==> config.mk <==
export PLATFORM = sky130hd
export DESIGN_NAME = ps2_key_decoder
export DESIGN_NICKNAME = d
export VERILOG_FILES = /design/src/rtl/ps2_key_decoder.sv
export SDC_FILE = /design/constraint.sdc
export NUM_CORES = 1
export LEC_CHECK = 0
export CAP_MARGIN = 20
export CORE_ASPECT_RATIO = 1.1
export CORE_MARGIN = 3
export CORE_UTILIZATION = 55
export CTS_CLUSTER_DIAMETER = 150
export DETAILED_ROUTE_END_ITERATION = 6
export GPL_ROUTABILITY_DRIVEN = 0
export PLACE_DENSITY = 0.75
export SKIP_LAST_GASP = 1
export SYNTH_ARGS = -nofsm -noshare
export SYNTH_HDL_FRONTEND = slang
export SYNTH_SLANG_ARGS = --single-unit
export TNS_END_PERCENT = 10
==> constraint.sdc <==
create_clock -name clk -period 2.5 [get_ports clk]
set_input_delay 0.25 -clock clk [delete_from_list [all_inputs] [get_ports clk]]
set_output_delay 0.25 -clock clk [all_outputs]
set_load 0.005 [all_outputs]
==> src/rtl/ps2_key_decoder.sv <==
// rtl/ps2_key_decoder.sv - PS/2 keyboard receiver with E0/F0 folding and FWFT event FIFO (optional PS2_PARITY_CHECK_EN)
`timescale 1ns/1ps
module ps2_key_decoder #(
  parameter int FILTER_LEN     = 19,
  parameter int TIMEOUT_CYCLES = 100000,
  parameter int FIFO_DEPTH     = 8
) (
  input  logic       clk,
  input  logic       rst_n,
  input  logic       kclk,
  input  logic       kdata,
  input  logic       rd_en,
  output logic       key_valid,
  output logic [7:0] key_code,
  output logic       key_ext,
  output logic       key_break,
  output logic       fifo_full,
  output logic       frame_err,
  output logic       overflow
);

  localparam int FCW = $clog2(FILTER_LEN + 1);
  localparam int TW  = $clog2(TIMEOUT_CYCLES + 1);
  localparam int AW  = $clog2(FIFO_DEPTH);
  localparam int CW  = AW + 1;

  typedef enum logic [1:0] {S_IDLE, S_DATA, S_PARITY, S_STOP} state_t;

  logic [1:0]     clk_sync, dat_sync;
  logic           clk_f, dat_f;
  logic [FCW-1:0] clk_cnt, dat_cnt;
  logic           clk_prev, fall;
  state_t         state, state_nxt;
  logic [2:0]     bit_cnt;
  logic [7:0]     shift_reg;
  logic [TW-1:0]  wdog;
  logic           timeout, stop_fall, parity_ok, deliver, err_now;
  logic           byte_valid;
  logic [7:0]     byte_data;
  logic           ext_flag, brk_flag;
  logic           push, pop, wr;
  logic [9:0]     mem [FIFO_DEPTH];
  logic [AW-1:0]  rd_ptr, wr_ptr;
  logic [CW-1:0]  count, count_nxt;
  logic           is_full, is_empty;
  logic [9:0]     head;
`ifdef PS2_PARITY_CHECK_EN
  logic           par_bit;
`endif

  // Two-flop synchronisers for the asynchronous PS/2 lines; idle level is high
  always_ff @(posedge clk) begin
    if (!rst_n) begin
      clk_sync <= 2'b11;
      dat_sync <= 2'b11;
    end else begin
      clk_sync <= {clk_sync[0], kclk};
      dat_sync <= {dat_sync[0], kdata};
    end
  end

  // Clock-line glitch filter: follow the synchronised value only after FILTER_LEN agreeing samples
  always_ff @(posedge clk) begin
    if (!rst_n) begin
      clk_f   <= 1'b1;
      clk_cnt <= '0;
    end else if (clk_sync[1] == clk_f) begin
      clk_cnt <= '0;
    end else if (clk_cnt == FCW'(FILTER_LEN - 1)) begin
      clk_f   <= clk_sync[1];
      clk_cnt <= '0;
    end else begin
      clk_cnt <= clk_cnt + 1'b1;
    end
  end

  // Data-line glitch filter, same rule as the clock line
  always_ff @(posedge clk) begin
    if (!rst_n) begin
      dat_f   <= 1'b1;
      dat_cnt <= '0;
    end else if (dat_sync[1] == dat_f) begin
      dat_cnt <= '0;
    end else if (dat_cnt == FCW'(FILTER_LEN - 1)) begin
      dat_f   <= dat_sync[1];
      dat_cnt <= '0;
    end else begin
      dat_cnt <= dat_cnt + 1'b1;
    end
  end

  // Registered one-cycle strobe on each falling edge of the filtered clock
  always_ff @(posedge clk) begin
    if (!rst_n) begin
      clk_prev <= 1'b1;
      fall     <= 1'b0;
    end else begin
      clk_prev <= clk_f;
      fall     <= clk_prev & ~clk_f;
    end
  end

  // Frame FSM state register
  always_ff @(posedge clk) begin
    if (!rst_n) state <= S_IDLE;
    else        state <= state_nxt;
  end

  // Frame FSM next state; a watchdog expiry abandons any partial frame
  always_comb begin
    state_nxt = state;
    case (state)
      S_IDLE:   if (fall && !dat_f) state_nxt = S_DATA;
      S_DATA:   if (timeout) state_nxt = S_IDLE;
                else if (fall && bit_cnt == 3'd7) state_nxt = S_PARITY;
      S_PARITY: if (timeout) state_nxt = S_IDLE;
                else if (fall) state_nxt = S_STOP;
      S_STOP:   if (timeout || fall) state_nxt = S_IDLE;
      default:  state_nxt = S_IDLE;
    endcase
  end

  // Frame FSM outputs: stop-bit/parity verdict and watchdog expiry
  always_comb begin
    timeout   = (state != S_IDLE) && !fall && (wdog == TW'(TIMEOUT_CYCLES - 1));
    stop_fall = (state == S_STOP) && fall;
`ifdef PS2_PARITY_CHECK_EN
    parity_ok = ^{shift_reg, par_bit};
`else
    parity_ok = 1'b1;
`endif
    deliver   = stop_fall && dat_f && parity_ok;
    err_now   = (stop_fall && !(dat_f && parity_ok)) || timeout;
  end

  // Bit shifter, bit counter and watchdog; the watchdog only runs inside a frame
  always_ff @(posedge clk) begin
    if (!rst_n) begin
      bit_cnt   <= '0;
      shift_reg <= '0;
      wdog      <= '0;
    end else begin
      if (state == S_IDLE) begin
        wdog    <= '0;
        bit_cnt <= '0;
      end else if (fall) begin
        wdog    <= '0;
      end else begin
        wdog    <= wdog + 1'b1;
      end
      if (fall && state == S_DATA) begin
        shift_reg <= {dat_f, shift_reg[7:1]};
        bit_cnt   <= bit_cnt + 1'b1;
      end
    end
  end

`ifdef PS2_PARITY_CHECK_EN
  // Parity bit capture for the odd-parity check
  always_ff @(posedge clk) begin
    if (!rst_n)                          par_bit <= 1'b0;
    else if (fall && state == S_PARITY) par_bit <= dat_f;
  end
`endif

  // Completed byte and error strobe, both one cycle after the stop-bit edge
  always_ff @(posedge clk) begin
    if (!rst_n) begin
      byte_valid <= 1'b0;
      byte_data  <= '0;
      frame_err  <= 1'b0;
    end else begin
      byte_valid <= deliver;
      byte_data  <= shift_reg;
      frame_err  <= err_now;
    end
  end

  // Prefix flags: E0/F0 accumulate until a key byte consumes them or a frame error discards them
  always_ff @(posedge clk) begin
    if (!rst_n || frame_err) begin
      ext_flag <= 1'b0;
      brk_flag <= 1'b0;
    end else if (byte_valid) begin
      if (byte_data == 8'hE0) begin
        ext_flag <= 1'b1;
      end else if (byte_data == 8'hF0) begin
        brk_flag <= 1'b1;
      end else begin
        ext_flag <= 1'b0;
        brk_flag <= 1'b0;
      end
    end
  end

  // FIFO control; a pop frees the slot so push succeeds even when full
  always_comb begin
    push      = byte_valid && (byte_data != 8'hE0) && (byte_data != 8'hF0);
    is_full   = (count == CW'(FIFO_DEPTH));
    is_empty  = (count == '0);
    pop       = rd_en && !is_empty;
    wr        = push && (!is_full || pop);
    count_nxt = count;
    if (wr && !pop)      count_nxt = count + 1'b1;
    else if (pop && !wr) count_nxt = count - 1'b1;
  end

  // FIFO storage
  always_ff @(posedge clk) begin
    if (wr) mem[wr_ptr] <= {ext_flag, brk_flag, byte_data};
  end

  // FIFO pointers, occupancy, full flag and overflow strobe
  always_ff @(posedge clk) begin
    if (!rst_n) begin
      rd_ptr    <= '0;
      wr_ptr    <= '0;
      count     <= '0;
      fifo_full <= 1'b0;
      overflow  <= 1'b0;
    end else begin
      if (wr)  wr_ptr <= wr_ptr + 1'b1;
      if (pop) rd_ptr <= rd_ptr + 1'b1;
      count     <= count_nxt;
      fifo_full <= (count_nxt == CW'(FIFO_DEPTH));
      overflow  <= push && is_full && !pop;
    end
  end

  // First-word-fall-through head, zeroed while empty
  always_comb begin
    head      = mem[rd_ptr];
    key_valid = !is_empty;
    key_code  = is_empty ? 8'h00 : head[7:0];
    key_break = is_empty ? 1'b0  : head[8];
    key_ext   = is_empty ? 1'b0  : head[9];
  end

endmodule

# ---- Yosys cells after proc, flatten, opt, wreduce, memory -nomap -nowiden
# Memory sizes are Yosys's and may differ from the RTL's. A register that Yosys moved wholly into a read port is not among the register bits.
# Cells that the tools add are included.
dict set report word_totals {
  output_inout_bits 14
  ramBits 80
  regBits 72
  n_memories 1
  inputBits 5
}
# name words word_bits read_ports rd_clocked_by_memory_dff wr line
set mem_list {}
lappend mem_list {mem 8 10 1 1 1 42} ;# logic [9:0] mem [FIFO_DEPTH];
dict set report classes {
  bitwise 6
  reduce_logical 39
  n_mux 21
  n_eq_ne 20
  addsub 8
}
# op count
set op_table {}
lappend op_table {{$add A17 B1 Y17 const B} 1}
lappend op_table {{$eq A17 B17 Y1 const B} 1}
lappend op_table {{$eq A8 B8 Y1 const B} 2}
lappend op_table {{$logic_and A1 B1 Y1} 16}
lappend op_table {{$ne A8 B8 Y1 const B} 2}
lappend op_table {{$mux W2} 6}
lappend op_table {{$mux W3} 4}
lappend op_table {{$add A5 B1 Y5 const B} 2}
lappend op_table {{$eq A5 B5 Y1 const B} 2}
lappend op_table {{$add A3 B1 Y3 const B} 3}
lappend op_table {{$reduce_or A3 Y1} 3}
lappend op_table {{$eq A4 B4 Y1 const B} 2}
lappend op_table {{$mux W4} 2}
lappend op_table {{$mux W8} 1}
lappend op_table {{$pmux W2 S4} 1}
lappend op_table {{$reduce_and A2 Y1} 4}
lappend op_table {{$logic_not A1 Y1} 7}
lappend op_table {{$mux W1} 7}
lappend op_table {{$ne A2 B2 Y1 const B} 3}
lappend op_table {{$ne A3 B3 Y1 const B} 2}
lappend op_table {{$not A1 Y1} 5}
lappend op_table {{$add A4 B1 Y4 const B} 1}
lappend op_table {{$eq A2 B2 Y1 const B} 2}
lappend op_table {{$logic_not A4 Y1} 1}
lappend op_table {{9 further kinds} 14}

# ---- Logic depth before layout (Yosys ltp)
# Gate-level depths: netlist of run 1.
dict set report logic_depth {
  ltp_word 10
  depth_mapped 9
}

# ---- Worst setup path after synthesis of run 1
# OpenSTA, ideal clock, no wires.
dict set report synth_timing {
  path_type {register to register}
  startpoint {reg count[0]}
  endpoint {mem mem[4][0], enable pin}
  period_less_slack_ns 2.716
  path_slack_ns -0.216
  required_ns 2.093
  path_stages_with_launch 6
  t_arrival_ns 2.308
  setup_ns 0.407
  path_cell_list {dfxtp_1 inv_1 ha_1 or4bb_1 o211ai_1 nor4b_1}
}
dict set report synth_via {
  elab_chain_len 7
}
# element line
set synth_lines {}
lappend synth_lines {{from (decl)} 44} ;# logic [CW-1:0] count, count_nxt;
lappend synth_lines {{from (signal assigned)} 224} ;# count <= count_nxt;
lappend synth_lines {{$logic_not A4 Y1} 200} ;# is_empty = (count == '0);
lappend synth_lines {{$logic_not A1 Y1} 201} ;# pop = rd_en && !is_empty;
lappend synth_lines {{$logic_and A1 B1 Y1} 201}
lappend synth_lines {{$logic_or A1 B1 Y1 (*)} 202} ;# wr = push && (!is_full || pop);
lappend synth_lines {{$logic_and A1 B1 Y1 (*)} 202}
lappend synth_lines {{$mux W1 (*)} 210} ;# if (wr) mem[wr_ptr] <= {ext_flag, brk_flag, byte_data};
lappend synth_lines {{$mux W1 (implied by the code) (*)} 210}
lappend synth_lines {{to (decl)} 42}
# Mark *: on every way between the ends. The rest lies on a longest branch, timed or not.

==> flow_metrics.tcl, run 1 <==
set metrics [dict create \
    synth_common_cells "80 x edfxtp_1, 75 x dfxtp_1, 69 x nor2_1" \
    final_cells 675 \
    areaGrowthSynthToFinish_pct 20.9 \
    fin_crit_ns 2.47 \
    grt_usage 0.209 \
    dieArea_um2 12400 \
    ys.warnings.count 0 \
    p_leak_nw 2.51 \
    clkPwrFrac 0.413 \
    synth-edff-count 80 \
    netlist-cell-type-count 49 \
    status "completed" \
    overflow 0 \
    criticalPathCategory "reg2out" \
    drv_slew 0 \
    cts_made_buffers 17 \
    worstSetupEndpointType "output pin" \
    ys_ff_latch 155 \
    path_cells "clkbuf_16 -> mux4_2 -> mux2i_1 -> nor2_1 -> clkdlybuf4s50_1" \
    synthFlopType "edfxtp_1" \
    slowest_stage "mux4_2" \
    vias_per_cell 5.60 \
    ctsHoldBuffers 0 \
    rr_worst_depth 7 \
    regMostFlops "mem" \
    postSynth.asyncResetShare 0 \
    die_y_um 116 \
    worst_slew_pin_slew_ns 0.709 \
    hold-worst-slack_ns 0.394 \
    syn_inst 464 \
    worstPathMaxFanout 10 \
    max-vdd-ir-drop_v 0.000530 \
    hold_viol 0 \
    max_freq_mhz 405 \
    wl_per_cell_um 17.8 \
    final_nets 535 \
    grt_start_max_net_pins 30 \
    ios 19 \
    grt_pass1_wl_mm 19.5 \
    drc 0 \
    path_depth 5 \
    post_cts_buffers 0 \
    p_seq_frac 0.416 \
    pwr-share-comb 0.171 \
    synth_top_area_share 0.395 \
    die_w_um 106 \
    cp_data_required_time_ns 2.25 \
    drt_first_pass_iters 5 \
    setup_violations 0 \
    powerDensity_nw_per_um2 900 \
    syn-cell-area_um2 6090 \
    drt_iter0_markers 248 \
    start_util 0.575 \
    p_int_w 0.00504 \
    switching_power_w 0.00159 \
    routed_wl_mm 12.0 \
    ys_top_cells_by_area "edfxtp_1 39%, dfxtp_1 25%, mux4_2 7.4%" \
    io_buffer_count 18 \
    yosys.area.top_type "edfxtp_1" \
    drive_gt1_frac 0.190 \
    vias 3780 \
    synth.most_common_cell "edfxtp_1" \
    cts_tree "yes" \
    clk_pin_slew_ns 0.06 \
    slew_headroom 0.527 \
    finalSetupTns_ns 0 \
    rsz0062_at_grt "true" \
    synth_nets 480 \
    timing.critical_path.from_type "flop" \
    grt_pass1_vias 3807 \
    num_antenna_cells 0 \
    clk_latency_ns 0.42 \
    antenna_found_initial 0 \
    cts_num_sinks 155 \
    holdPathStages 2 \
    worstPathArrival_ns 2.22 \
    dp_hpwl_mm 7.43 \
    cts_root_buf "clkbuf_16" \
    critPathTopFamily "multiplexers" \
    ctsLongestPathBuffers 2 \
    largest_register_ffs 80 \
    finalClockSkew_ns 0.00876 \
    core_area_um2 10600 \
    hold_class "in2reg" \
    postSynthAreaPerCell_um2 13.1 \
    ys_seq_area_frac 0.641 \
    drv_cap 0 \
    reg_top3 "mem x80, wdog x17" \
    dp_cells 638 \
    max_stage_delay_ns 0.51 \
    timing.final.crit_share 0.987 \
    rows 39 \
    antenna_left 0 \
    critPathBufInv 2 \
    swShare 0.240 \
    cts-htree-levels 4 \
]
power groups by stage:
| stage | Clock, W | Sequential, W | Combinational (W) |
|---|---|---|---|
| 2_1_floorplan | 0 | 0.00279 | 0.000561 |
| 3_3_place_gp | 0 | 0.00279 | 0.00103 |
| 3_5_place_dp | 0 | 0.00279 | 0.00106 |
| 4_1_cts | 0.00277 | 0.00274 | 0.00107 |
| 5_1_grt | 0.00288 | 0.00276 | 0.00122 |
| 6_report | 0.00274 | 0.00275 | 0.00113 |
layout by cell type, fill, tap and decap left out, types with 11 or more instances in the layout:
master / synthesis / final
edfxtp_1: 80 / 80
dfxtp_1: 75 / 74
nor2_1: 69 / 67
buf_4: 2 / 30
nand2_1: 27 / 27
mux4_2: 20 / 20
clkbuf_16: 0 / 19
clkdlybuf4s50_1: 0 / 17
xor2_1: 16 / 16
nand3_1: 16 / 16
o21ai_0: 13 / 13
mux2i_1: 13 / 12
a21oi_1: 12 / 12
xnor2_1: 11 / 11
ha_1: 11 / 11
metrics by stage:
step	util	power, W	setup WS, ns	cell area (um2)
after floorplan	-	0.00335	-0.201	6090
after global placement	0.626	0.00382	0.0820	6630
after detailed placement	0.626	0.00385	-0.112	6630
after CTS	0.687	0.00658	-0.0539	7270
after global routing	0.695	0.00686	-0.0460	7360
final	0.695	0.00662	0.0320	7360
metal layers:
layer,global-route usage,wire [um],vias up
li1,-,-,1794
met1,0.252,4920,1880
met2,0.369,6450,98
met3,0.0520,547,8
met4,0.0725,88,0
met5,0,0,-
cell families after synthesis:
| family | count (synthesis) | share of synthesized area |
|---|---|---|
| AOI/OAI and AO/OA | 40 | 0.0417 |
| xor gates and xnor gates | 27 | 0.0389 |
| adders and majority gates | 11 | 0.0226 |
| buffers and inverters | 27 | 0.0183 |
| DFF | 155 | 0.641 |
| muxes | 33 | 0.0954 |
| and+or+nand+nor | 171 | 0.142 |
final timing paths:
check                                  from           to  slack [ns]
worst max-delay path                   flop  key_code[6]        0.03
worst min-delay path                   kclk  clk_sync[0]        0.39
worst max register to register     count[0]    mem[0][9]        0.20
worst min register to register  clk_sync[0]  clk_sync[1]        0.41
what timing repair did:
action / 4_1_cts / 5_1_grt
gates cloned: 0 / 2
hold endpoints to repair: 0 / 0
endpoints found under the setup margin: 16 / 20
resized for setup: 1 / 6
cell type report:
type | count | area (um2)
sequential | 155 | 3910
timing repair buffer | 53 | 490
inverter | 10 | 37.5
tap | 143 | 179
clock inverter | 15 | 211
clock buffer | 17 | 425
multi-input combinational | 282 | 2110
fill | 751 | 3230
(Power assumes the default switching activity.)
==> run 2, diff against run 1 <==
--- a/config.mk
+++ b/config.mk
@@ -10,6 +10,7 @@
 export CORE_MARGIN = 3
 export CORE_UTILIZATION = 55
 export CTS_CLUSTER_DIAMETER = 150
+export CTS_CLUSTER_SIZE = 10
 export DETAILED_ROUTE_END_ITERATION = 6
 export GPL_ROUTABILITY_DRIVEN = 0
 export PLACE_DENSITY = 0.75
==> results of run 2 <==
Final layout, timing and power as in run 1 (identical DEF).
